### src/rtl/panda_hazard_pkg.sv
// Shared types and constants for the panda hazard scoreboard slice.
package panda_hazard_pkg;

  localparam int unsigned REG_ADDR_W_DEF = 5;
  localparam int unsigned FWD_SEL_RF     = 0;

  typedef logic [REG_ADDR_W_DEF-1:0] reg_addr_t;

  // Select width needed to encode "register file" plus one code per source.
  function automatic int unsigned sel_width(input int unsigned num_src);
    return $clog2(num_src + 1);
  endfunction

endpackage

### src/rtl/panda_hazard_sb_if.sv
// Pipeline-side bus of the hazard scoreboard: operand, forward, issue and completion signals.
interface panda_hazard_sb_if #(
  parameter int unsigned NUM_RD_PORTS = 2,
  parameter int unsigned NUM_FWD_SRC  = 2,
  parameter int unsigned REG_ADDR_W   = 5,
  parameter int unsigned SEL_W        = 2
);
  localparam int unsigned NUM_REGS = 1 << REG_ADDR_W;

  logic                                flush_i;
  logic [NUM_RD_PORTS*REG_ADDR_W-1:0]  rs_addr_i;
  logic [NUM_RD_PORTS-1:0]             rs_used_i;
  logic [NUM_FWD_SRC*REG_ADDR_W-1:0]   fwd_rd_addr_i;
  logic [NUM_FWD_SRC-1:0]              fwd_rd_we_i;
  logic                                issue_valid_i;
  logic [REG_ADDR_W-1:0]               issue_rd_addr_i;
  logic                                issue_ready_o;
  logic                                cmpl_valid_i;
  logic [REG_ADDR_W-1:0]               cmpl_rd_addr_i;
  logic [NUM_RD_PORTS*SEL_W-1:0]       fwd_sel_o;
  logic                                stall_o;
  logic [NUM_REGS-1:0]                 busy_o;

  modport master (
    output flush_i, rs_addr_i, rs_used_i, fwd_rd_addr_i, fwd_rd_we_i,
           issue_valid_i, issue_rd_addr_i, cmpl_valid_i, cmpl_rd_addr_i,
    input  issue_ready_o, fwd_sel_o, stall_o, busy_o
  );

  modport slave (
    input  flush_i, rs_addr_i, rs_used_i, fwd_rd_addr_i, fwd_rd_we_i,
           issue_valid_i, issue_rd_addr_i, cmpl_valid_i, cmpl_rd_addr_i,
    output issue_ready_o, fwd_sel_o, stall_o, busy_o
  );

endinterface

### src/rtl/panda_fwd_prio_sel.sv
// Priority forward select for one read port: lowest-index (youngest) matching source wins.
module panda_fwd_prio_sel
  import panda_hazard_pkg::*;
#(
  parameter int unsigned NUM_FWD_SRC = 2,
  parameter int unsigned REG_ADDR_W  = 5,
  parameter int unsigned SEL_W       = 2
) (
  input  logic [REG_ADDR_W-1:0]             rs_addr,
  input  logic [NUM_FWD_SRC*REG_ADDR_W-1:0] fwd_rd_addr,
  input  logic [NUM_FWD_SRC-1:0]            fwd_rd_we,
  output logic [SEL_W-1:0]                  sel_c
);

  // Scan oldest to youngest so the youngest match overwrites; x0 never forwards.
  always_comb begin
    sel_c = SEL_W'(FWD_SEL_RF);
    for (int k = NUM_FWD_SRC - 1; k >= 0; k--) begin
      if (fwd_rd_we[k] &&
          (fwd_rd_addr[k*REG_ADDR_W +: REG_ADDR_W] != '0) &&
          (fwd_rd_addr[k*REG_ADDR_W +: REG_ADDR_W] == rs_addr)) begin
        sel_c = SEL_W'(k + 1);
      end
    end
  end

endmodule

### src/rtl/panda_hazard_sb.sv
// Forwarding select plus busy-bit scoreboard for variable-latency producers.
// Optional PANDA_HAZARD_PERF_EN adds a saturating stall-cycle counter.
module panda_hazard_sb
  import panda_hazard_pkg::*;
#(
  parameter int unsigned NUM_RD_PORTS = 2,
  parameter int unsigned NUM_FWD_SRC  = 2,
  parameter int unsigned REG_ADDR_W   = REG_ADDR_W_DEF
) (
  input  logic               clk_i,
  input  logic               rst_i,
  panda_hazard_sb_if.slave   bus
`ifdef PANDA_HAZARD_PERF_EN
  ,
  output logic [31:0]        perf_stall_cnt_o
`endif
);

  localparam int unsigned SEL_W    = sel_width(NUM_FWD_SRC);
  localparam int unsigned NUM_REGS = 1 << REG_ADDR_W;

  logic [NUM_REGS-1:0]           busy_q;
  logic [NUM_REGS-1:0]           busy_d;
  logic [NUM_RD_PORTS*SEL_W-1:0] fwd_sel_c;
  logic                          cmpl_hit_issue_c;
  logic                          issue_ready_c;
  logic                          issue_acc_c;
  logic                          raw_stall_c;
  logic                          stall_c;

  for (genvar p = 0; p < NUM_RD_PORTS; p++) begin : g_port
    panda_fwd_prio_sel #(
      .NUM_FWD_SRC (NUM_FWD_SRC),
      .REG_ADDR_W  (REG_ADDR_W),
      .SEL_W       (SEL_W)
    ) u_sel (
      .rs_addr     (bus.rs_addr_i[p*REG_ADDR_W +: REG_ADDR_W]),
      .fwd_rd_addr (bus.fwd_rd_addr_i),
      .fwd_rd_we   (bus.fwd_rd_we_i),
      .sel_c       (fwd_sel_c[p*SEL_W +: SEL_W])
    );
  end

  // A completion to the same register frees the slot this cycle, so WAW issue may proceed.
  always_comb begin
    cmpl_hit_issue_c = bus.cmpl_valid_i && (bus.cmpl_rd_addr_i == bus.issue_rd_addr_i);
    issue_ready_c    = !busy_q[bus.issue_rd_addr_i] || cmpl_hit_issue_c;
    issue_acc_c      = bus.issue_valid_i && issue_ready_c;
  end

  // RAW hazard unless the producer completes now (bypassed through the oldest source).
  always_comb begin
    raw_stall_c = 1'b0;
    for (int p = 0; p < NUM_RD_PORTS; p++) begin
      if (bus.rs_used_i[p] &&
          busy_q[bus.rs_addr_i[p*REG_ADDR_W +: REG_ADDR_W]] &&
          !(bus.cmpl_valid_i &&
            (bus.cmpl_rd_addr_i == bus.rs_addr_i[p*REG_ADDR_W +: REG_ADDR_W]))) begin
        raw_stall_c = 1'b1;
      end
    end
    stall_c = raw_stall_c || (bus.issue_valid_i && !issue_ready_c);
  end

  // Priority: flush > issue set > completion clear; register 0 is never busy.
  always_comb begin
    busy_d = busy_q;
    if (bus.cmpl_valid_i) begin
      busy_d[bus.cmpl_rd_addr_i] = 1'b0;
    end
    if (issue_acc_c && (bus.issue_rd_addr_i != '0)) begin
      busy_d[bus.issue_rd_addr_i] = 1'b1;
    end
    if (bus.flush_i) begin
      busy_d = '0;
    end
    busy_d[0] = 1'b0;
  end

  always_ff @(posedge clk_i or posedge rst_i) begin
    if (rst_i) begin
      busy_q <= '0;
    end else begin
      busy_q <= busy_d;
    end
  end

  assign bus.fwd_sel_o     = fwd_sel_c;
  assign bus.issue_ready_o = issue_ready_c;
  assign bus.stall_o       = stall_c;
  assign bus.busy_o        = busy_q;

`ifdef PANDA_HAZARD_PERF_EN
  // Saturating count of stalled cycles; only reset clears it.
  always_ff @(posedge clk_i or posedge rst_i) begin
    if (rst_i) begin
      perf_stall_cnt_o <= '0;
    end else if (stall_c && (perf_stall_cnt_o != '1)) begin
      perf_stall_cnt_o <= perf_stall_cnt_o + 32'd1;
    end
  end
`endif

endmodule
### src/flat_wrapper.sv
// flat-port wrapper written by rule: the top's interface ports become plain ports
module panda_hazard_sb_flat import panda_hazard_pkg::*;
#(
  parameter int unsigned NUM_RD_PORTS = 2,
  parameter int unsigned NUM_FWD_SRC  = 2,
  parameter int unsigned REG_ADDR_W   = REG_ADDR_W_DEF
)
  (clk_i, rst_i, bus_flush_i, bus_rs_addr_i, bus_rs_used_i, bus_fwd_rd_addr_i, bus_fwd_rd_we_i, bus_issue_valid_i, bus_issue_rd_addr_i, bus_cmpl_valid_i, bus_cmpl_rd_addr_i, bus_issue_ready_o, bus_fwd_sel_o, bus_stall_o, bus_busy_o);
  panda_hazard_sb_if #(.NUM_RD_PORTS(NUM_RD_PORTS), .NUM_FWD_SRC(NUM_FWD_SRC), .REG_ADDR_W(REG_ADDR_W)) bus_i ();
  input  logic clk_i;
  input  logic rst_i;
  input wire logic [$bits(bus_i.flush_i)-1:0] bus_flush_i;
  input wire logic [$bits(bus_i.rs_addr_i)-1:0] bus_rs_addr_i;
  input wire logic [$bits(bus_i.rs_used_i)-1:0] bus_rs_used_i;
  input wire logic [$bits(bus_i.fwd_rd_addr_i)-1:0] bus_fwd_rd_addr_i;
  input wire logic [$bits(bus_i.fwd_rd_we_i)-1:0] bus_fwd_rd_we_i;
  input wire logic [$bits(bus_i.issue_valid_i)-1:0] bus_issue_valid_i;
  input wire logic [$bits(bus_i.issue_rd_addr_i)-1:0] bus_issue_rd_addr_i;
  input wire logic [$bits(bus_i.cmpl_valid_i)-1:0] bus_cmpl_valid_i;
  input wire logic [$bits(bus_i.cmpl_rd_addr_i)-1:0] bus_cmpl_rd_addr_i;
  output wire logic [$bits(bus_i.issue_ready_o)-1:0] bus_issue_ready_o;
  output wire logic [$bits(bus_i.fwd_sel_o)-1:0] bus_fwd_sel_o;
  output wire logic [$bits(bus_i.stall_o)-1:0] bus_stall_o;
  output wire logic [$bits(bus_i.busy_o)-1:0] bus_busy_o;
  assign bus_i.flush_i = bus_flush_i;
  assign bus_i.rs_addr_i = bus_rs_addr_i;
  assign bus_i.rs_used_i = bus_rs_used_i;
  assign bus_i.fwd_rd_addr_i = bus_fwd_rd_addr_i;
  assign bus_i.fwd_rd_we_i = bus_fwd_rd_we_i;
  assign bus_i.issue_valid_i = bus_issue_valid_i;
  assign bus_i.issue_rd_addr_i = bus_issue_rd_addr_i;
  assign bus_i.cmpl_valid_i = bus_cmpl_valid_i;
  assign bus_i.cmpl_rd_addr_i = bus_cmpl_rd_addr_i;
  assign bus_issue_ready_o = bus_i.issue_ready_o;
  assign bus_fwd_sel_o = bus_i.fwd_sel_o;
  assign bus_stall_o = bus_i.stall_o;
  assign bus_busy_o = bus_i.busy_o;
  panda_hazard_sb #(.NUM_RD_PORTS(NUM_RD_PORTS), .NUM_FWD_SRC(NUM_FWD_SRC), .REG_ADDR_W(REG_ADDR_W)) u_core (.clk_i(clk_i), .rst_i(rst_i), .bus(bus_i));
endmodule
### config.mk
export PLATFORM = sky130hd
export DESIGN_NAME = panda_hazard_sb_flat
export DESIGN_NICKNAME = d
export VERILOG_FILES = /design/src/rtl/panda_hazard_pkg.sv /design/src/rtl/panda_hazard_sb_if.sv /design/src/rtl/panda_fwd_prio_sel.sv /design/src/rtl/panda_hazard_sb.sv /design/src/flat_wrapper.sv
export SDC_FILE = /design/constraint.sdc
export NUM_CORES = 1
export LEC_CHECK = 0
export ABC_AREA = 1
export BUFFER_PORTS_ARGS = -buffer_cell sky130_fd_sc_hd__clkbuf_2
export CAP_MARGIN = 25
export CORE_UTILIZATION = 45
export DETAILED_ROUTE_END_ITERATION = 6
export GPL_TIMING_DRIVEN = 0
export HOLD_SLACK_MARGIN = 0.08
export PLACE_DENSITY = 0.78
export SLEW_MARGIN = 20
export SYNTH_ARGS = -nofsm -noshare
export SYNTH_HDL_FRONTEND = slang
export SYNTH_HIERARCHICAL = 1
export SYNTH_SLANG_ARGS = --single-unit
### constraint.sdc
create_clock -name clk_i -period 1.7 [get_ports clk_i]
set_input_delay 0.085 -clock clk_i [delete_from_list [all_inputs] [get_ports clk_i]]
set_output_delay 0.085 -clock clk_i [all_outputs]
set_load 0.01 [all_outputs]
# Yosys cells after proc, flatten, opt, wreduce, memory -nomap -nowiden
# Index checks and enable logic that the tools add are counted.
op_classes:
  order_cmp: 6
  n_eq_ne: 7
  n_reduce_logical: 27
  mux: 19
  bitwise: 3
ops:
  columns: ["cell", "n"]
  rows:
  - ["two-way mux 32 bit", 3]
  - ["== test 5 bit", 7]
  - ["bitwise AND 32 bit", 1]
  - ["inverter 32 bit", 1]
  - ["bitwise OR 32 bit", 1]
  - ["less-than comparator 5 x 6 -> 1 bit, second input constant", 4]
  - ["logical AND 1 bit", 18]
  - ["binary-select mux 1 bit (select 5 bit)", 3]
  - ["nonzero test 5 bit", 3]
  - ["demux 1 bit (select 5 bit)", 2]
  - ["greater-or-equal comparator 5 x 1 -> 1 bit, second input constant", 2]
  - ["two-way mux 2 bit", 4]
  - ["two-way mux 1 bit", 7]
  - ["logical NOT 1 bit", 4]
  - ["logical OR 1 bit", 2]
word_totals:
  out_inout_bits: 38
  in_bits: 39
  wordCells: 63
  regBits: 31

# Longest topological paths before layout
# Gate-level depths: netlist of the first run.
logic_depth:
  depth_word: 10
  ltp_mapped: 14

# Modules after synthesis
# The synthesis of the first run kept the hierarchy.
modules_own_cells:
  columns: ["mod", "n_inst", "cells_each", "area_per_inst_um2"]
  rows:
  - ["panda_hazard_sb", 1, 464, 2830.2]
  - ["panda_fwd_prio_sel", 2, 50, 221.5]

# Worst setup path before layout of the first run
# No wires, ideal clock.
synth_timing:
  path_type: "register to register"
  start: "register u_core.busy_q[30] (netlist: u_core/bus.busy_o[30])"
  end: "register u_core.busy_q[1] (netlist: u_core/bus.busy_o[1])"
  setup_ns: 0.078
  arrival_ns: 1.313
  stages_incl_launch_ff: 13
  slack_ns: 0.309
  cell_sequence: "dfrtp_1 -> nand2_1 -> nand2_1 -> nand2_1 -> nand2_1 -> nand2_1 -> nand2_1 -> nor2_1 -> nand2_2 -> nand2_4 -> buf_6 -> nand4_1 -> a21oi_1"
synth_via:
  elab_chain_len: 8
synth_rtl:
  columns: ["item", "line", "text"]
  rows:
  - ["start, declared", "panda_hazard_sb.sv:22", "logic [NUM_REGS-1:0] busy_q;"]
  - ["start signal, assigned", "panda_hazard_sb.sv:84", "busy_q <= busy_d;"]
  - ["binary-select mux 1 bit (select 5 bit)", "panda_hazard_sb.sv:47", "issue_ready_c = !busy_q[bus.issue_rd_addr_i] || cmpl_hit_issue_c;"]
  - ["two-way mux 1 bit (not written as such)", "panda_hazard_sb.sv:47", null]
  - ["logical NOT 1 bit", "panda_hazard_sb.sv:47", null]
  - ["logical OR 1 bit", "panda_hazard_sb.sv:47", null]
  - ["via bus_issue_ready_o", "flat_wrapper.sv:21", "output wire logic [$bits(bus_i.issue_ready_o)-1:0] bus_issue_ready_o;"]
  - ["logical AND 1 bit", "panda_hazard_sb.sv:48", "issue_acc_c = bus.issue_valid_i && issue_ready_c;"]
  - ["logical AND 1 bit", "panda_hazard_sb.sv:71", "if (issue_acc_c && (bus.issue_rd_addr_i != '0)) begin"]
  - ["two-way mux 32 bit", "panda_hazard_sb.sv:71", null]
  - ["two-way mux 32 bit", "panda_hazard_sb.sv:74", "if (bus.flush_i) begin"]
  - ["via u_core.busy_d[1]", "panda_hazard_sb.sv:23", "logic [NUM_REGS-1:0] busy_d;"]
# The timed path passes the listed nets, and every way through them passes these cells. The select of a mux whose other input is x is not followed.

# Worst setup path in the final report of the first run
layout_timing:
  start: "register u_core.busy_q[3] (netlist: u_core/bus.busy_o[3])"
  end: "output bus_stall_o"
layout_via:
  elab_chain_len: 7
  word_cells_on_any_way: 17
  classes_between: "8 x mux; 9 x reduce/logical"
layout_rtl:
  columns: ["item", "line", "text"]
  rows:
  - ["binary-select mux 1 bit (select 5 bit), on equally long branches", "panda_hazard_sb.sv:56, panda_hazard_sb.sv:47", null]
  - ["two-way mux 1 bit, on equally long branches", "panda_hazard_sb.sv:56, panda_hazard_sb.sv:47", null]
  - ["logical AND 1 bit / logical NOT 1 bit (equally long branches)", "panda_hazard_sb.sv:55, panda_hazard_sb.sv:47", null]
  - ["logical AND 1 bit / logical OR 1 bit (equally long branches)", "panda_hazard_sb.sv:56, panda_hazard_sb.sv:47", null]
  - ["two-way mux 1 bit / logical NOT 1 bit (equally long branches)", "panda_hazard_sb.sv:55, panda_hazard_sb.sv:62", null]
  - ["two-way mux 1 bit / logical AND 1 bit (equally long branches)", "panda_hazard_sb.sv:55, panda_hazard_sb.sv:62", null]
  - ["logical OR 1 bit (*)", "panda_hazard_sb.sv:62", "stall_c = raw_stall_c || (bus.issue_valid_i && !issue_ready_c);"]
  - ["end, declared", "flat_wrapper.sv:23", "output wire logic [$bits(bus_i.stall_o)-1:0] bus_stall_o;"]
# Every way passes the cells marked *; elsewhere a longest branch is shown, timed or not. The select of a mux whose other input is x is not followed.

==> flow_summary.json, run 1 <==
{
  "required_ns": 1.62,
  "min_to": "u_core/bus.busy_o[31]",
  "min_from": "bus_issue_valid_i",
  "cp-start-kind": "flip-flop",
  "die_area_um2": 7619,
  "wl_um": 12390,
  "syn_to_final_growth_pct": 21.25,
  "layout.nets": 690,
  "tightest_slew_ns": 0.5286,
  "finalCritPeriodShare_pct": 104.1,
  "numCtsBuffers": 5,
  "die_h_um": 87.29,
  "leakagePower_uw": 0.001970,
  "clk_latency_ns": 0.29,
  "hp-class": "in -> reg",
  "grt_use_total_pct": 33.13,
  "gp_congestion": 0.9982,
  "hold_viol": 0,
  "core_region_area_um2": 6907,
  "finClkSkew_ns": 0.009930,
  "wire_per_inst_um": 16.56,
  "htree_num_levels": 2,
  "critPathKind": "reg -> out",
  "cp.arrival_ns": 1.69,
  "rrSetupSlack_ns": -0.05,
  "vias": 4415,
  "rsz0062_at_grt": "true",
  "ant_nets": 0,
  "vias_per_cell": 5.902,
  "worstPathMaxFanout": 5,
  "drtPass1Iterations": 7,
  "synthesis.area_um2": 3273,
  "grt_overflow": 0,
  "worst-r2r-cell-count": 12,
  "final_cell_mix": "nand2_1 (139), clkbuf_2 (76), o21ai_0 (61)",
  "r2r-end": "u_core/bus.busy_o[29]",
  "drc": 0,
  "worst_setup_path_end_kind": "output pin",
  "dp_slack_ns": -0.1387,
  "die_x_um": 87.29,
  "hpwl_um": 9261,
  "largest_reg_flops": 31,
  "maxSlewHeadroom_pct": 64.76,
  "cts_sinks": 31,
  "synthesis.nets": 603,
  "finalNonFillerCells": 748,
  "clk_pin_slew_ns": 0.07,
  "rows": 30,
  "drt_iter0_drc": 452,
  "port_buffers": 73,
  "min_path_cells": 3,
  "root_buffer": "clkbuf_8",
  "io-pin-count": 77,
  "pwr_density_cell_nw_per_um2": 520.7,
  "avgSynthCellArea_um2": 5.803,
  "yosys.cell_types.count": 27,
  "fin_ws_ns": -0.07002,
  "synth.area.top_cells": "dfrtp_1 (24%), nand2_1 (16%), o21ai_0 (11%)",
  "final.setup.tns_ns": -0.2587,
  "antenna_found_initial": 0,
  "maxSlewViolCount": 0,
  "grt_pass1_vias": 4071,
  "synth_warnings": 6,
  "violations": "negative setup slack",
  "cts_max_path_buffers": 2,
  "grt_max_degree": 21,
  "yosysSeqAreaShare_pct": 23.70,
  "fmax_mhz": 565.0,
  "status": "finished, violations left",
  "grt_pass1_wl_um": 19550,
  "finalCriticalPeriod_ns": 1.770,
  "synth_seq_cells": 31,
  "mostFrequentLayoutCell": "nand2_1",
  "drv_cap": 0,
  "antenna_cells": 0,
  "layout-drive-gt1-share_pct": 23.16,
  "rr_startpoint": "u_core/bus.busy_o[22]",
  "synth_largest_area_cell": "dfrtp_1",
  "cts_tree": "done",
  "synthCells": 564,
  "start_util_pct": 47.39,
  "yosys.area.top_type_share_pct": 23.70,
  "setup_viol": 11,
  "dp.cells": 734,
  "vdd_drop_max_v": 0.0007976
}
-- synth_stat cells --
library cell / n
inv_2: 11
o22ai_1: 11
o21ai_0: 73
buf_2: 8
xnor2_1: 1
nor2_2: 7
a21oi_1: 49
nand3_1: 38
inv_1: 53
o2111ai_1: 1
nand4_1: 31
xor2_1: 2
a221oi_1: 1
buf_4: 2
nand2_2: 10
nand3b_1: 2
clkbuf_1: 10
nor3_1: 8
dfrtp_1: 31
conb_1: 1
nor3_2: 1
o211ai_1: 6
a21boi_0: 2
buf_6: 6
nor2_1: 59
nand2_4: 1
nand2_1: 139
-- cells by family (layout without fill, tap and decap cells) --
family	count (synthesis)	count (layout)	share of synthesized area, %
AO/OA/AOI/OAI	143	143	23.13
XOR/XNOR	3	3	0.8029
buffers and inverters	90	178	12.23
flip-flops	31	31	23.70
other	1	1	0.1146
AND/OR/NAND/NOR	296	296	40.02
-- metrics by stage --
stage / util (%) / total power, uW / hold slack, ns / area (um^2)
floorplan: - / 1104 / 0.1481 / 3273
global placement: 54.42 / 1301 / 0.2907 / 3759
detailed placement: 54.64 / 1313 / 0.09669 / 3774
CTS: 56.88 / 2057 / 0.1359 / 3929
global route: 57.46 / 2173 / 0.1406 / 3969
finish: 57.46 / 2067 / 0.1591 / 3969
-- metal layers --
metal | global-route usage, % | share of wire [%] | wire [um] | vias to the layer above
li1 | - | - | - | 2061
met1 | 41.05 | 39 | 4883 | 1983
met2 | 55.89 | 46 | 5668 | 313
met3 | 4.455 | 10 | 1274 | 58
met4 | 17.29 | 4.5 | 563 | 0
met5 | 0 | 0 | 0 | -
-- timing repair --
item | 4_1_cts | 5_1_grt
setup buffers | 3 | 3
gates resized for setup | 11 | 23
hold buffers | 2 | 0
endpoints found under the setup margin | 2 | 26
endpoints found under the hold margin | 12 | 0
pin swaps | 0 | 7
-- power by group --
part           switching, uW  total, uW  internal, uW
Sequential              14.8        762           747
Combinational            389        571           182
Clock                    261        734           473
Total                    665       2070          1400
-- critical path, stage by stage (launching register included) --
cell and delay [ns]:
dfrtp_1 0.43, o21ai_0 0.19, o21ai_0 0.13, a21oi_1 0.15, nand2_1 0.07, nand2_1 0.07
nand2_1 0.05, nand3b_1 0.07, nand3_1 0.08, buf_2 0.15
-- worst max-delay path by stage --
stage | startpoint | to | cells after the start
global route | u_core/bus.busy_o[23] | bus_stall_o | 11
detailed placement | bus_rs_addr_i[5] | bus_stall_o | 11
floorplan | u_core/bus.busy_o[30] | u_core/bus.busy_o[1] | 12
CTS | u_core/bus.busy_o[6] | bus_stall_o | 9
finish | u_core/bus.busy_o[3] | bus_stall_o | 9
global placement | bus_rs_addr_i[5] | bus_stall_o | 12
-- layout make-up --
cell class	count	area, um^2
Clock inverter	2	35.03
Timing Repair Buffer	82	445.4
Tap cell	96	120.1
Sequential cell	31	785.8
Inverter	64	240.2
Buffer	24	150.1
Multi-Input combinational cell	443	2110
Clock buffer	6	82.58
Fill cell	726	2938
Power figures use the tool's default switching activity.
==> inputs of run 2 (changes only) <==
- ABC_AREA: 1 -> default
- PLACE_DENSITY: 0.78 -> 0.79
==> flow_summary.json, run 2 <==
{
  "status": "finished, violations left",
  "violations": "negative setup slack",
  "cts_tree": "done",
  "grt_use_total_pct": 31.08,
  "cts_sinks": 31,
  "io-pin-count": 77,
  "leakagePower_uw": 0.001654,
  "drt_iter0_drc": 381,
  "synth_common_cells": "dfrtp_1 (31), nand2_1 (24), nand3_1 (23)",
  "rsz0062_at_grt": "true",
  "clk_latency_ns": 0.29,
  "hpwl_um": 7021,
  "finalCritPeriodShare_pct": 133.8,
  "yosys.area.top_type_share_pct": 26.43,
  "wl_um": 10510,
  "async_reset_ff_share_pct": 100.0,
  "port_buffers": 70,
  "critPathKind": "reg -> out",
  "synth_compound_area_share_pct": 19.69,
  "die_h_um": 82.77,
  "synthCells": 315,
  "synthesis.area_um2": 2935,
  "vias": 3214,
  "maxSlewHeadroom_pct": 54.16,
  "gp_congestion": 0.9732,
  "wire_per_inst_um": 21.20,
  "layout-drive-gt1-share_pct": 45.11,
  "maxSlewViolCount": 0,
  "finalCriticalPeriod_ns": 2.274,
  "grt_pass1_vias": 3013,
  "worst_setup_path_end_kind": "output pin",
  "yosys.cell_types.count": 53,
  "vias_per_cell": 6.480,
  "fmax_mhz": 439.8,
  "avgSynthCellArea_um2": 9.318,
  "synthFlopType": "dfrtp_1",
  "synth_top_family_by_area": "simple AND/OR/NAND/NOR gates",
  "grt_overflow": 0,
  "worstPathMaxFanout": 5,
  "rows": 29,
  "yosys.area_share.xor_xnor_pct": 9.250,
  "cts_max_path_buffers": 2,
  "mostFrequentLayoutCell": "clkbuf_2",
  "antenna_found_initial": 0,
  "root_buffer": "clkbuf_8",
  "core_region_area_um2": 6314,
  "cp.arrival_ns": 2.19,
  "die_area_um2": 6850,
  "cp-start-kind": "flip-flop",
  "hp-class": "in -> reg",
  "synth_edf_count": 0,
  "vdd_drop_max_v": 0.0004896,
  "drc": 0,
  "final.setup.tns_ns": -12.88,
  "final_cell_mix": "clkbuf_2 (69), dfrtp_1 (28), buf_4 (24)",
  "grt_pass1_wl_um": 15290,
  "dp_slack_ns": -0.5995,
  "synthSimpleGateAreaFrac_pct": 20.25,
  "syn_to_final_growth_pct": 33.55,
  "yosysMostFrequentCell": "dfrtp_1",
  "finClkSkew_ns": 0.004175,
  "layout.nets": 457,
  "drv_cap": 0,
  "synth.area.top_cells": "dfrtp_1 (26%), mux4_2 (14%), xnor2_1 (5.1%)",
  "required_ns": 1.62,
  "start_util_pct": 46.49,
  "antenna_cells": 0,
  "pwr_density_cell_nw_per_um2": 496.2,
  "clk_pin_slew_ns": 0.07,
  "synth_warnings": 6,
  "synthMuxAreaShare_pct": 19.44,
  "ant_nets": 0,
  "largest_reg_flops": 31,
  "synthesis.nets": 354,
  "hold_viol": 0,
  "synth_seq_cells": 31,
  "fill_cells": 523,
  "yosysSeqAreaShare_pct": 26.43,
  "fin_ws_ns": -0.5738,
  "tightest_slew_ns": 0.6875,
  "drtPass1Iterations": 6,
  "grt_max_degree": 32,
  "synth_adder_area_share_pct": 0,
  "htree_num_levels": 2,
  "synth_largest_area_cell": "dfrtp_1",
  "die_x_um": 82.77,
  "numCtsBuffers": 5,
  "setup_viol": 33
}
-- run 2: cell type report --
type	instances	area, um^2	area share, %
sequential	31	779.5	19.89
inverter	6	22.52	0.5745
clock inverter	1	7.507	0.1915
clock buffer	7	96.34	2.458
multi-input combinational	253	2203	56.21
timing repair buffer	97	599.3	15.29
buffer	24	115.1	2.936
tap	77	96.34	2.458
-- run 2: critical path: stages (launching register included) --
cell and delay, ns:
dfrtp_2 0.43, mux4_2 0.47, mux2_2 0.29, nand3_1 0.08, o21ai_0 0.10, o211ai_1 0.24, o221ai_2 0.12, buf_2 0.16
-- run 2: cell families after synthesis --
group,count (synthesis)
flip-flops,31
AND/OR/NAND/NOR,107
multiplexers,34
buffers and inverters,31
AO/OA/AOI/OAI,80
XOR/XNOR,31
other,1
-- run 2: final timing paths --
check,slack [ns],start,cells past startpoint,endpoint
setup / recovery,-0.57,u_core/bus.busy_o[28],7,bus_stall_o
hold / removal,0.21,bus_issue_rd_addr_i[2],3,u_core/bus.busy_o[2]
setup reg to reg,-0.47,u_core/bus.busy_o[27],8,u_core/bus.busy_o[17]
hold reg to reg,0.60,u_core/bus.busy_o[10],2,u_core/bus.busy_o[10]
max in group asynchronous,0.80,rst_i,3,u_core/bus.busy_o[28]
min in group asynchronous,0.43,rst_i,3,u_core/bus.busy_o[14]
-- run 2: metrics by stage --
stage | hold slack, ns | total power, uW | instance area [um^2] | cells | util (%)
3_5_place_dp | 0.1952 | 1237 | 3388 | 462 | 53.67
3_3_place_gp | 0.4035 | 1223 | 3388 | 462 | 53.67
4_1_cts | 0.1989 | 1913 | 3714 | 483 | 58.82
5_1_grt | 0.2281 | 2021 | 3920 | 496 | 62.09
2_1_floorplan | 0.1885 | 1064 | 2942 | 315 | -
6_report | 0.2068 | 1945 | 3920 | 496 | 62.09
-- run 2: where the power goes --
group | switching, uW | internal (uW) | leakage (uW)
sequential | 10.3 | 747 | 0.000427
combinational | 328 | 204 | 0.00118
clock | 288 | 368 | 0.0000505
-- run 2: timing repair --
action | 4_1_cts | 5_1_grt
gates resized for setup | 35 | 23
setup endpoints to repair | 33 | 33
setup buffers | 12 | 14
pin swaps | 27 | 8
hold buffers | 1 | 0
endpoints found under the hold margin | 31 | 0
-- run 2: routing by layer --
metal | wire (um) | track usage [%] | part of all wire [%]
met1 | 3943 | 39.37 | 38
met2 | 4851 | 49.26 | 46
met3 | 1301 | 6.593 | 12
met4 | 416 | 17.24 | 4.0
met5 | 0 | 0 | 0
